===== src/rtl/div16_seq_pkg.sv =====
// Shared constants and state encoding for the sequential 16-bit divider.
package div16_seq_pkg;

    localparam int W    = 16;
    localparam int ITER = 16;

    localparam logic [3:0] CNT_LAST = 4'(ITER - 1);

    typedef enum logic [1:0] {
        IDLE = 2'd0,
        RUN  = 2'd1,
        DONE = 2'd2
    } state_t;

endpackage


===== src/rtl/RCAD.sv =====
// 16-bit ripple borrow-chain subtractor: diff = a - b - cin, cout is the borrow out.
module RCAD
    import div16_seq_pkg::*;
(
    input  logic [W-1:0] a,
    input  logic [W-1:0] b,
    input  logic         cin,
    output logic [W-1:0] diff,
    output logic         cout
);

    logic [W:0] brw;

    assign brw[0] = cin;

    for (genvar i = 0; i < W; i++) begin : g_bit
        assign diff[i]  = a[i] ^ b[i] ^ brw[i];
        assign brw[i+1] = (~a[i] & b[i]) | (~(a[i] ^ b[i]) & brw[i]);
    end

    assign cout = brw[W];

endmodule


===== src/rtl/div16_seq.sv =====
// Restoring unsigned 16/16 divider, one quotient bit per clock, sharing one RCAD.
//   state | meaning
//   IDLE  | waiting for start; results held
//   RUN   | 16 shift/subtract/restore iterations
//   DONE  | one-cycle done pulse, results valid
module div16_seq
    import div16_seq_pkg::*;
(
    input  logic         clk,
    input  logic         rst_b,
    input  logic         start,
    input  logic [W-1:0] dividend,
    input  logic [W-1:0] divisor,
    output logic         busy,
    output logic         done,
    output logic [W-1:0] quotient,
    output logic [W-1:0] remainder,
    output logic         div_by_zero
);

    state_t state, state_nxt;

    logic [W-1:0] q_reg, r_reg, d_reg;
    logic [3:0]   cnt;
    logic [W-1:0] p, diff, q_nxt, r_nxt;
    logic         borrow;

    // R[15] stays 0 between iterations, so the shifted partial remainder fits in W bits.
    assign p     = {r_reg[W-2:0], q_reg[W-1]};
    assign q_nxt = {q_reg[W-2:0], ~borrow};
    assign r_nxt = borrow ? p : diff;

    RCAD u_sub (
        .a    (p),
        .b    (d_reg),
        .cin  (1'b0),
        .diff (diff),
        .cout (borrow)
    );

    always_ff @(posedge clk) begin
        if (!rst_b) state <= IDLE;
        else        state <= state_nxt;
    end

    always_comb begin
        state_nxt = state;
        busy      = (state != IDLE);
        done      = 1'b0;
        case (state)
            IDLE: if (start) state_nxt = (divisor == '0) ? DONE : RUN;
            RUN:  if (cnt == CNT_LAST) state_nxt = DONE;
            DONE: begin
                done      = 1'b1;
                state_nxt = IDLE;
            end
            default: state_nxt = IDLE;
        endcase
    end

    always_ff @(posedge clk) begin
        if (!rst_b) begin
            q_reg       <= '0;
            r_reg       <= '0;
            d_reg       <= '0;
            cnt         <= '0;
            quotient    <= '0;
            remainder   <= '0;
            div_by_zero <= 1'b0;
        end else if (state == IDLE && start) begin
            if (divisor != '0) begin
                q_reg <= dividend;
                d_reg <= divisor;
                r_reg <= '0;
                cnt   <= '0;
            end else begin
                quotient    <= '1;
                remainder   <= dividend;
                div_by_zero <= 1'b1;
            end
        end else if (state == RUN) begin
            q_reg <= q_nxt;
            r_reg <= r_nxt;
            cnt   <= cnt + 4'd1;
            if (cnt == CNT_LAST) begin
                quotient    <= q_nxt;
                remainder   <= r_nxt;
                div_by_zero <= 1'b0;
            end
        end
    end

endmodule


===== config.mk =====
export PLATFORM = sky130hd
export DESIGN_NAME = div16_seq
export DESIGN_NICKNAME = d
export VERILOG_FILES = /design/src/rtl/div16_seq_pkg.sv /design/src/rtl/RCAD.sv /design/src/rtl/div16_seq.sv
export SDC_FILE = /design/constraint.sdc
export NUM_CORES = 1
export LEC_CHECK = 0
export CELL_PAD_IN_SITES_DETAIL_PLACEMENT = 0
export CELL_PAD_IN_SITES_GLOBAL_PLACEMENT = 2
export CORE_ASPECT_RATIO = 0.8
export CORE_UTILIZATION = 31
export CTS_CLUSTER_DIAMETER = 120
export DETAILED_ROUTE_END_ITERATION = 7
export PLACE_DENSITY_LB_ADDON = 0.1
export SLEW_MARGIN = 10
export SYNTH_ARGS = -nofsm -noshare
export SYNTH_HDL_FRONTEND = slang
export SYNTH_HIERARCHICAL = 1
export SYNTH_SLANG_ARGS = --single-unit

===== constraint.sdc =====
create_clock -name clk -period 8.5 [get_ports clk]
set_clock_uncertainty 0.05 [all_clocks]
set_input_delay 1.7 -clock clk [delete_from_list [all_inputs] [get_ports clk]]
set_output_delay 1.7 -clock clk [all_outputs]
set_load 0.01 [all_outputs]

# Word level (Yosys, flattened, before mapping)
# Index checks and enable logic that the tools add are counted.
[classes]
addsub = 1
n_mul = 0
n_div = 0
order_cmp = 0
n_eq_ne = 7
shifts = 0
mux = 27
bitwise_logic = 109
n_reduce_logical = 11
[op_table]
columns = ["op", "count"]
rows = [
  ["two-way mux 16 bit", 12],
  ["two-way mux 15 bit", 3],
  ["NOT 1 bit", 32],
  ["bitwise AND 1 bit", 31],
  ["XOR 1 bit", 31],
  ["logical NOT 16 bit", 1],
  ["nonzero test 16 bit", 1],
  ["bitwise OR 1 bit", 15],
  ["two-way mux 4 bit", 3],
  ["two-way mux 2 bit", 3],
  ["!= test 2 bit (second input constant)", 3],
  ["AND reduction 2 bit", 3],
  ["nonzero test 2 bit", 3],
  ["two-way mux 1 bit", 5],
  ["adder 4 x 1 -> 4 bit (second input constant)", 1],
  ["equality test 4 bit (second input constant)", 1],
  ["one-hot mux 2 bit (2 select lines)", 1],
  ["AND reduction 3 bit", 1],
  ["equality test 2 x 1 -> 1 bit (second input constant)", 1],
  ["equality test 2 bit (second input constant)", 1],
  ["logical NOT 2 bit", 1],
  ["!= test 2 x 1 -> 1 bit (second input constant)", 1],
  ["logical AND 1 bit", 1],
]
[totals]
regBits = 86
latchBits = 0
mem_bits_rw = 0
mem_bits_ro = 0
output_inout_bits = 35
n_memories = 0

# Longest topological paths before layout
[depth]
depth_word = 36
ltp_mapped = 26
mapped_depth_nobuf = 24

# Cells and area by module
# Netlist, hierarchy kept.
[by_module_without_submodules]
columns = ["module", "instances", "cells_each", "area_each_um2", "seq_area_each_um2"]
rows = [
  ["div16_seq", 1, 443, 3707.3, 1721.7],
  ["RCAD", 1, 50, 447.9, 0.0],
]

# Least setup slack after synthesis
# No wires, ideal clock.
[synth_path]
kind = "reg-to-reg"
startpoint = "reg q_reg[15]"
endpoint = "reg remainder[13]"
setup_time_ns = 0.074
arrival_time_ns = 7.070
path_slack_ns = 1.306
stages_incl_launch_ff = 25
path_buffers = 2
period_less_slack_ns = 7.194
path_cell_list = "dfxtp_1 > fa_1 > inv_1 > fa_1 > fa_1 > fa_1 > fa_1 > fa_1 > fa_1 > fa_1 > fa_1 > fa_1 > fa_1 > fa_1 > fa_1 > fa_1 > fa_1 > inv_1 > fa_1 > inv_1 > buf_2 > buf_2 > mux2i_1 > or3_1 > a31oi_1"
[synth_via]
elab_chain_len = 36
word_cells_on_any_way = 37
cone_classes = "mux (4); bitwise (33)"
[synth_lines]
columns = ["element", "line_no", "rtl"]
rows = [
  ["start: declaration", "div16_seq.sv:23", "logic [W-1:0] q_reg, r_reg, d_reg;"],
  ["start signal: assignment", "div16_seq.sv:72", "q_reg <= dividend;"],
  ["start signal: assignment", "div16_seq.sv:82", "q_reg <= q_nxt;"],
  ["NOT 1 bit", "RCAD.sv:18", "assign brw[i+1] = (~a[i] & b[i]) | (~(a[i] ^ b[i]) & brw[i]);"],
  ["bitwise AND 1 bit (2 in series)", "RCAD.sv:18", ""],
  ["bitwise OR 1 bit", "RCAD.sv:18", ""],
  ["bitwise AND 1 bit", "RCAD.sv:18", ""],
  ["bitwise OR 1 bit", "RCAD.sv:18", ""],
  ["bitwise AND 1 bit", "RCAD.sv:18", ""],
  ["bitwise OR 1 bit", "RCAD.sv:18", ""],
  ["bitwise AND 1 bit", "RCAD.sv:18", ""],
  ["(+20 left out)", "n/a", ""],
  ["bitwise OR 1 bit", "RCAD.sv:18", ""],
  ["bitwise AND 1 bit", "RCAD.sv:18", ""],
  ["bitwise OR 1 bit", "RCAD.sv:18", ""],
  ["via borrow", "div16_seq.sv:26", "logic borrow;"],
  ["two-way mux 16 bit", "div16_seq.sv:31", "assign r_nxt = borrow ? p : diff;"],
  ["two-way mux 16 bit", "div16_seq.sv:85", "if (cnt == CNT_LAST) begin"],
  ["two-way mux 16 bit", "div16_seq.sv:81", "end else if (state == RUN) begin"],
  ["two-way mux 16 bit", "div16_seq.sv:70", "end else if (state == IDLE && start) begin"],
  ["end signal: assignment", "div16_seq.sv:78", "remainder <= dividend;"],
  ["end signal: assignment", "div16_seq.sv:87", "remainder <= r_nxt;"],
  ["end: declaration", "div16_seq.sv:17", "output logic [W-1:0] remainder,"],
]
# The timed path passes the listed nets, and every way through them passes these cells. The select of a mux whose other input is x is not followed.
# A chain may end at the register's enable or synchronous reset.

# Worst setup path after layout
[layout_path]
startpoint = "reg q_reg[15]"
endpoint = "reg remainder[4]"
# The elaborated chain is that of the path after synthesis.

==> impl_metrics.yaml <==
yosys:
  netlist_top_cells_area: "dfxtp_1 (41%), fa_1 (7.7%), nor2_1 (5.6%)"
  yosys.area.top_type: "dfxtp_1"
  synth_cell_types: 41
  yosysWarnings: 6
  yosysTopAreaCellShare: 0.414
  syn-cell-area_um2: 4160
  synth_nets: 545
  ys_ff_latch: 86
  ys_seq_area_frac: 0.414
  avgSynthCellArea_um2: 8.43
  synthCells: 493
clocking:
  clockRootBuffer: "clkbuf_16"
  clk_pin_slew_worst_paths_ns: 0.06
  clk_latency_ns: 0.34
  cts_buffer_depth: 2
  post_cts_resized: 0
  cts_made_buffers: 9
  cts_tree: "yes"
  htree_levels: 3
  cts.sinks: 86
  post_cts_buffers: 0
  hold_buffers: 0
global_routing:
  grt_start_max_net_pins: 68
  gr-usage-all-layers: 0.179
  antenna_found_initial: 0
  first_global_vias: 3605
  grt_pass1_wl_um: 19400
  grt_overflow: 0
timing:
  drv_slew: 0
  rsz0062_at_grt: "false"
  fin_crit_sh: 0.910
  period_needed_ns: 7.74
  tightest_slew_ns: 1.23
  slew_headroom: 0.180
  max_freq_mhz: 129
  hold_ws_ns: 0.411
  fin_tns_setup_ns: 0
  hold_viol: 0
  setup_viol: 0
route:
  detail_route.first_pass.iterations: 4
  drc: 0
  drt_iter0_drc: 236
  vias_per_cell: 5.06
  ant_nets: 0
  routed_wl_um: 12000
  wire_per_inst_um: 16.7
  vias: 3627
cells_and_area:
  fin_cells: 717
  area_growth_pct: 25.2
  drive_gt1_frac: 0.0590
  antenna_cells: 0
  nets: 591
  postLayoutCellArea_um2: 5200
critical_path:
  critPathKind: "flop to flop"
  critPathRequiredTime_ns: 8.69
  cpPeakStageDelay_ns: 0.43
  crit_path_frequent_cell: "fa_1"
  cp.arrival_ns: 7.93
  worstSetupEndpointType: "flop"
  cp_slowest_cell: "fa_1"
  worstPathCellList: "fa_1 -> inv_1 -> fa_1 -> fa_1 -> fa_1 -> fa_1 -> fa_1 -> fa_1 -> fa_1 -> fa_1 -> fa_1 -> fa_1 -> fa_1 -> fa_1 -> fa_1 -> fa_1 -> inv_1 -> fa_1 -> inv_1 -> mux2i_1 -> o22ai_1 -> o21a_1"
  worst-path-max-fanout: 18
  crit_path_start_kind: "flop"
die:
  core_um2: 13000
  die_y_um: 106
  rows: 37
  start_util: 0.321
  io_pins: 70
  die_x_um: 131
  dieArea_um2: 13900
power:
  leakagePower_uw: 0.00186
  ir_worst_vdd_v: 0.0000937
  totalPowerFinal_uw: 1080
  powerDensity_nw_per_um2: 208
flow_run:
  drv_cap: 0
min_path:
  hold_path.class: "flop to flop"
place:
  place_area_um2: 4910
  dpl.cell_count: 703
  place_congestion: 0.756
  hpwl_um: 7840
  io_buffers: 69
outcome:
  status: "finished, final reports clean"
-- per-layer routing --
layer | share of wire | GRT usage | up-vias
met5 | 0 | 0 | -
met4 | 0.012 | 0.0523 | 0
met3 | 0.035 | 0.0380 | 12
met2 | 0.45 | 0.280 | 67
met1 | 0.50 | 0.245 | 1747
li1 | - | - | 1801
-- Yosys cell counts (all sizes together) --
master	n
nand2b	1
mux2	1
a221oi	1
a22oi	1
o22ai	5
dfxtp	86
o21ai	22
ha	1
clkbuf	25
or2	1
o211ai	11
a41oi	1
nor2	63
nor3b	1
or3	10
inv	35
a41o	1
conb	1
o221a	1
or3b	1
mux2i	15
a31oi	27
nor2b	3
and3	1
a21oi	42
o31ai	1
and4	1
nor4	4
nor3	17
o21a	5
nand4	2
o221ai	15
nand2	45
buf	16
fa	16
nand3	14
-- area by class of cell --
cell class	instances	area (um2)
clock inverter	1	30.0
clock buffer	13	260
sequential	86	1720
inverter	35	131
multi-input combinational	331	2100
fill	1350	7760
tap	175	219
timing repair buffer	76	743
-- final timing paths --
path,startpoint,end,slack (ns),cells after the start
worst max-delay path,q_reg[15],remainder[4],0.76,22
worst min-delay path,d_reg[0],d_reg[0],0.41,2
worst max register to register,q_reg[15],remainder[4],0.76,22
worst min register to register,d_reg[0],d_reg[0],0.41,2
-- power breakdown --
group | internal [uW] | switching [uW] | leakage (uW)
clock network | 241 | 161 | 0.000142
logic | 102 | 138 | 0.00102
registers | 424 | 17.3 | 0.000700
total | 767 | 317 | 0.00186
-- through the flow --
stage	setup slack, ns	util
global placement	0.858	0.379
floorplan	1.31	-
finish	0.762	0.401
CTS	0.735	0.401
global route	0.410	0.401
detailed placement	0.791	0.379
-- worst max-delay path: cells and delay by family (launching register included) --
kind	cells	cell delay, ns
buf+inv	3	0.51
flops	1	0.38
compound gates	2	0.38
fa+ha+maj	16	5.88
mux	1	0.43
-- placed cells by master (no fill, tap or decap), types with 2 or more instances in the layout --
cell type        Yosys  layout
nand4_1              2       2
o21a_1               5       5
o221ai_1            15      15
o21ai_0             22      22
mux2i_1             15      15
fa_1                16      16
o211ai_1            11      11
nor3_1              17      17
clkbuf_8             0       2
nor2_1              62      62
nand3_1             14      14
dfxtp_1             86      86
a31oi_1             27      27
or3_1               10      10
nand2_1             44      44
o22ai_1              5       5
nor2b_1              3       3
nor4_2               4       4
a21oi_1             42      42
inv_1               35      35
buf_4                3       7
clkdlybuf4s50_1      0      69
clkbuf_16            0       9
clkbuf_1            25       2
-- kinds of logic (layout without fill, tap and decap cells) --
kind of cell / Yosys count / count (layout) / share of synthesized area
buf+inv: 76 / 125 / 0.0825
other cells: 1 / 1 / 0.000902
compound gates: 133 / 133 / 0.202
flops: 86 / 86 / 0.414
simple gates: 164 / 164 / 0.181
fa+ha+maj: 17 / 17 / 0.0801
mux: 16 / 16 / 0.0388
(Power assumes the default switching activity.)
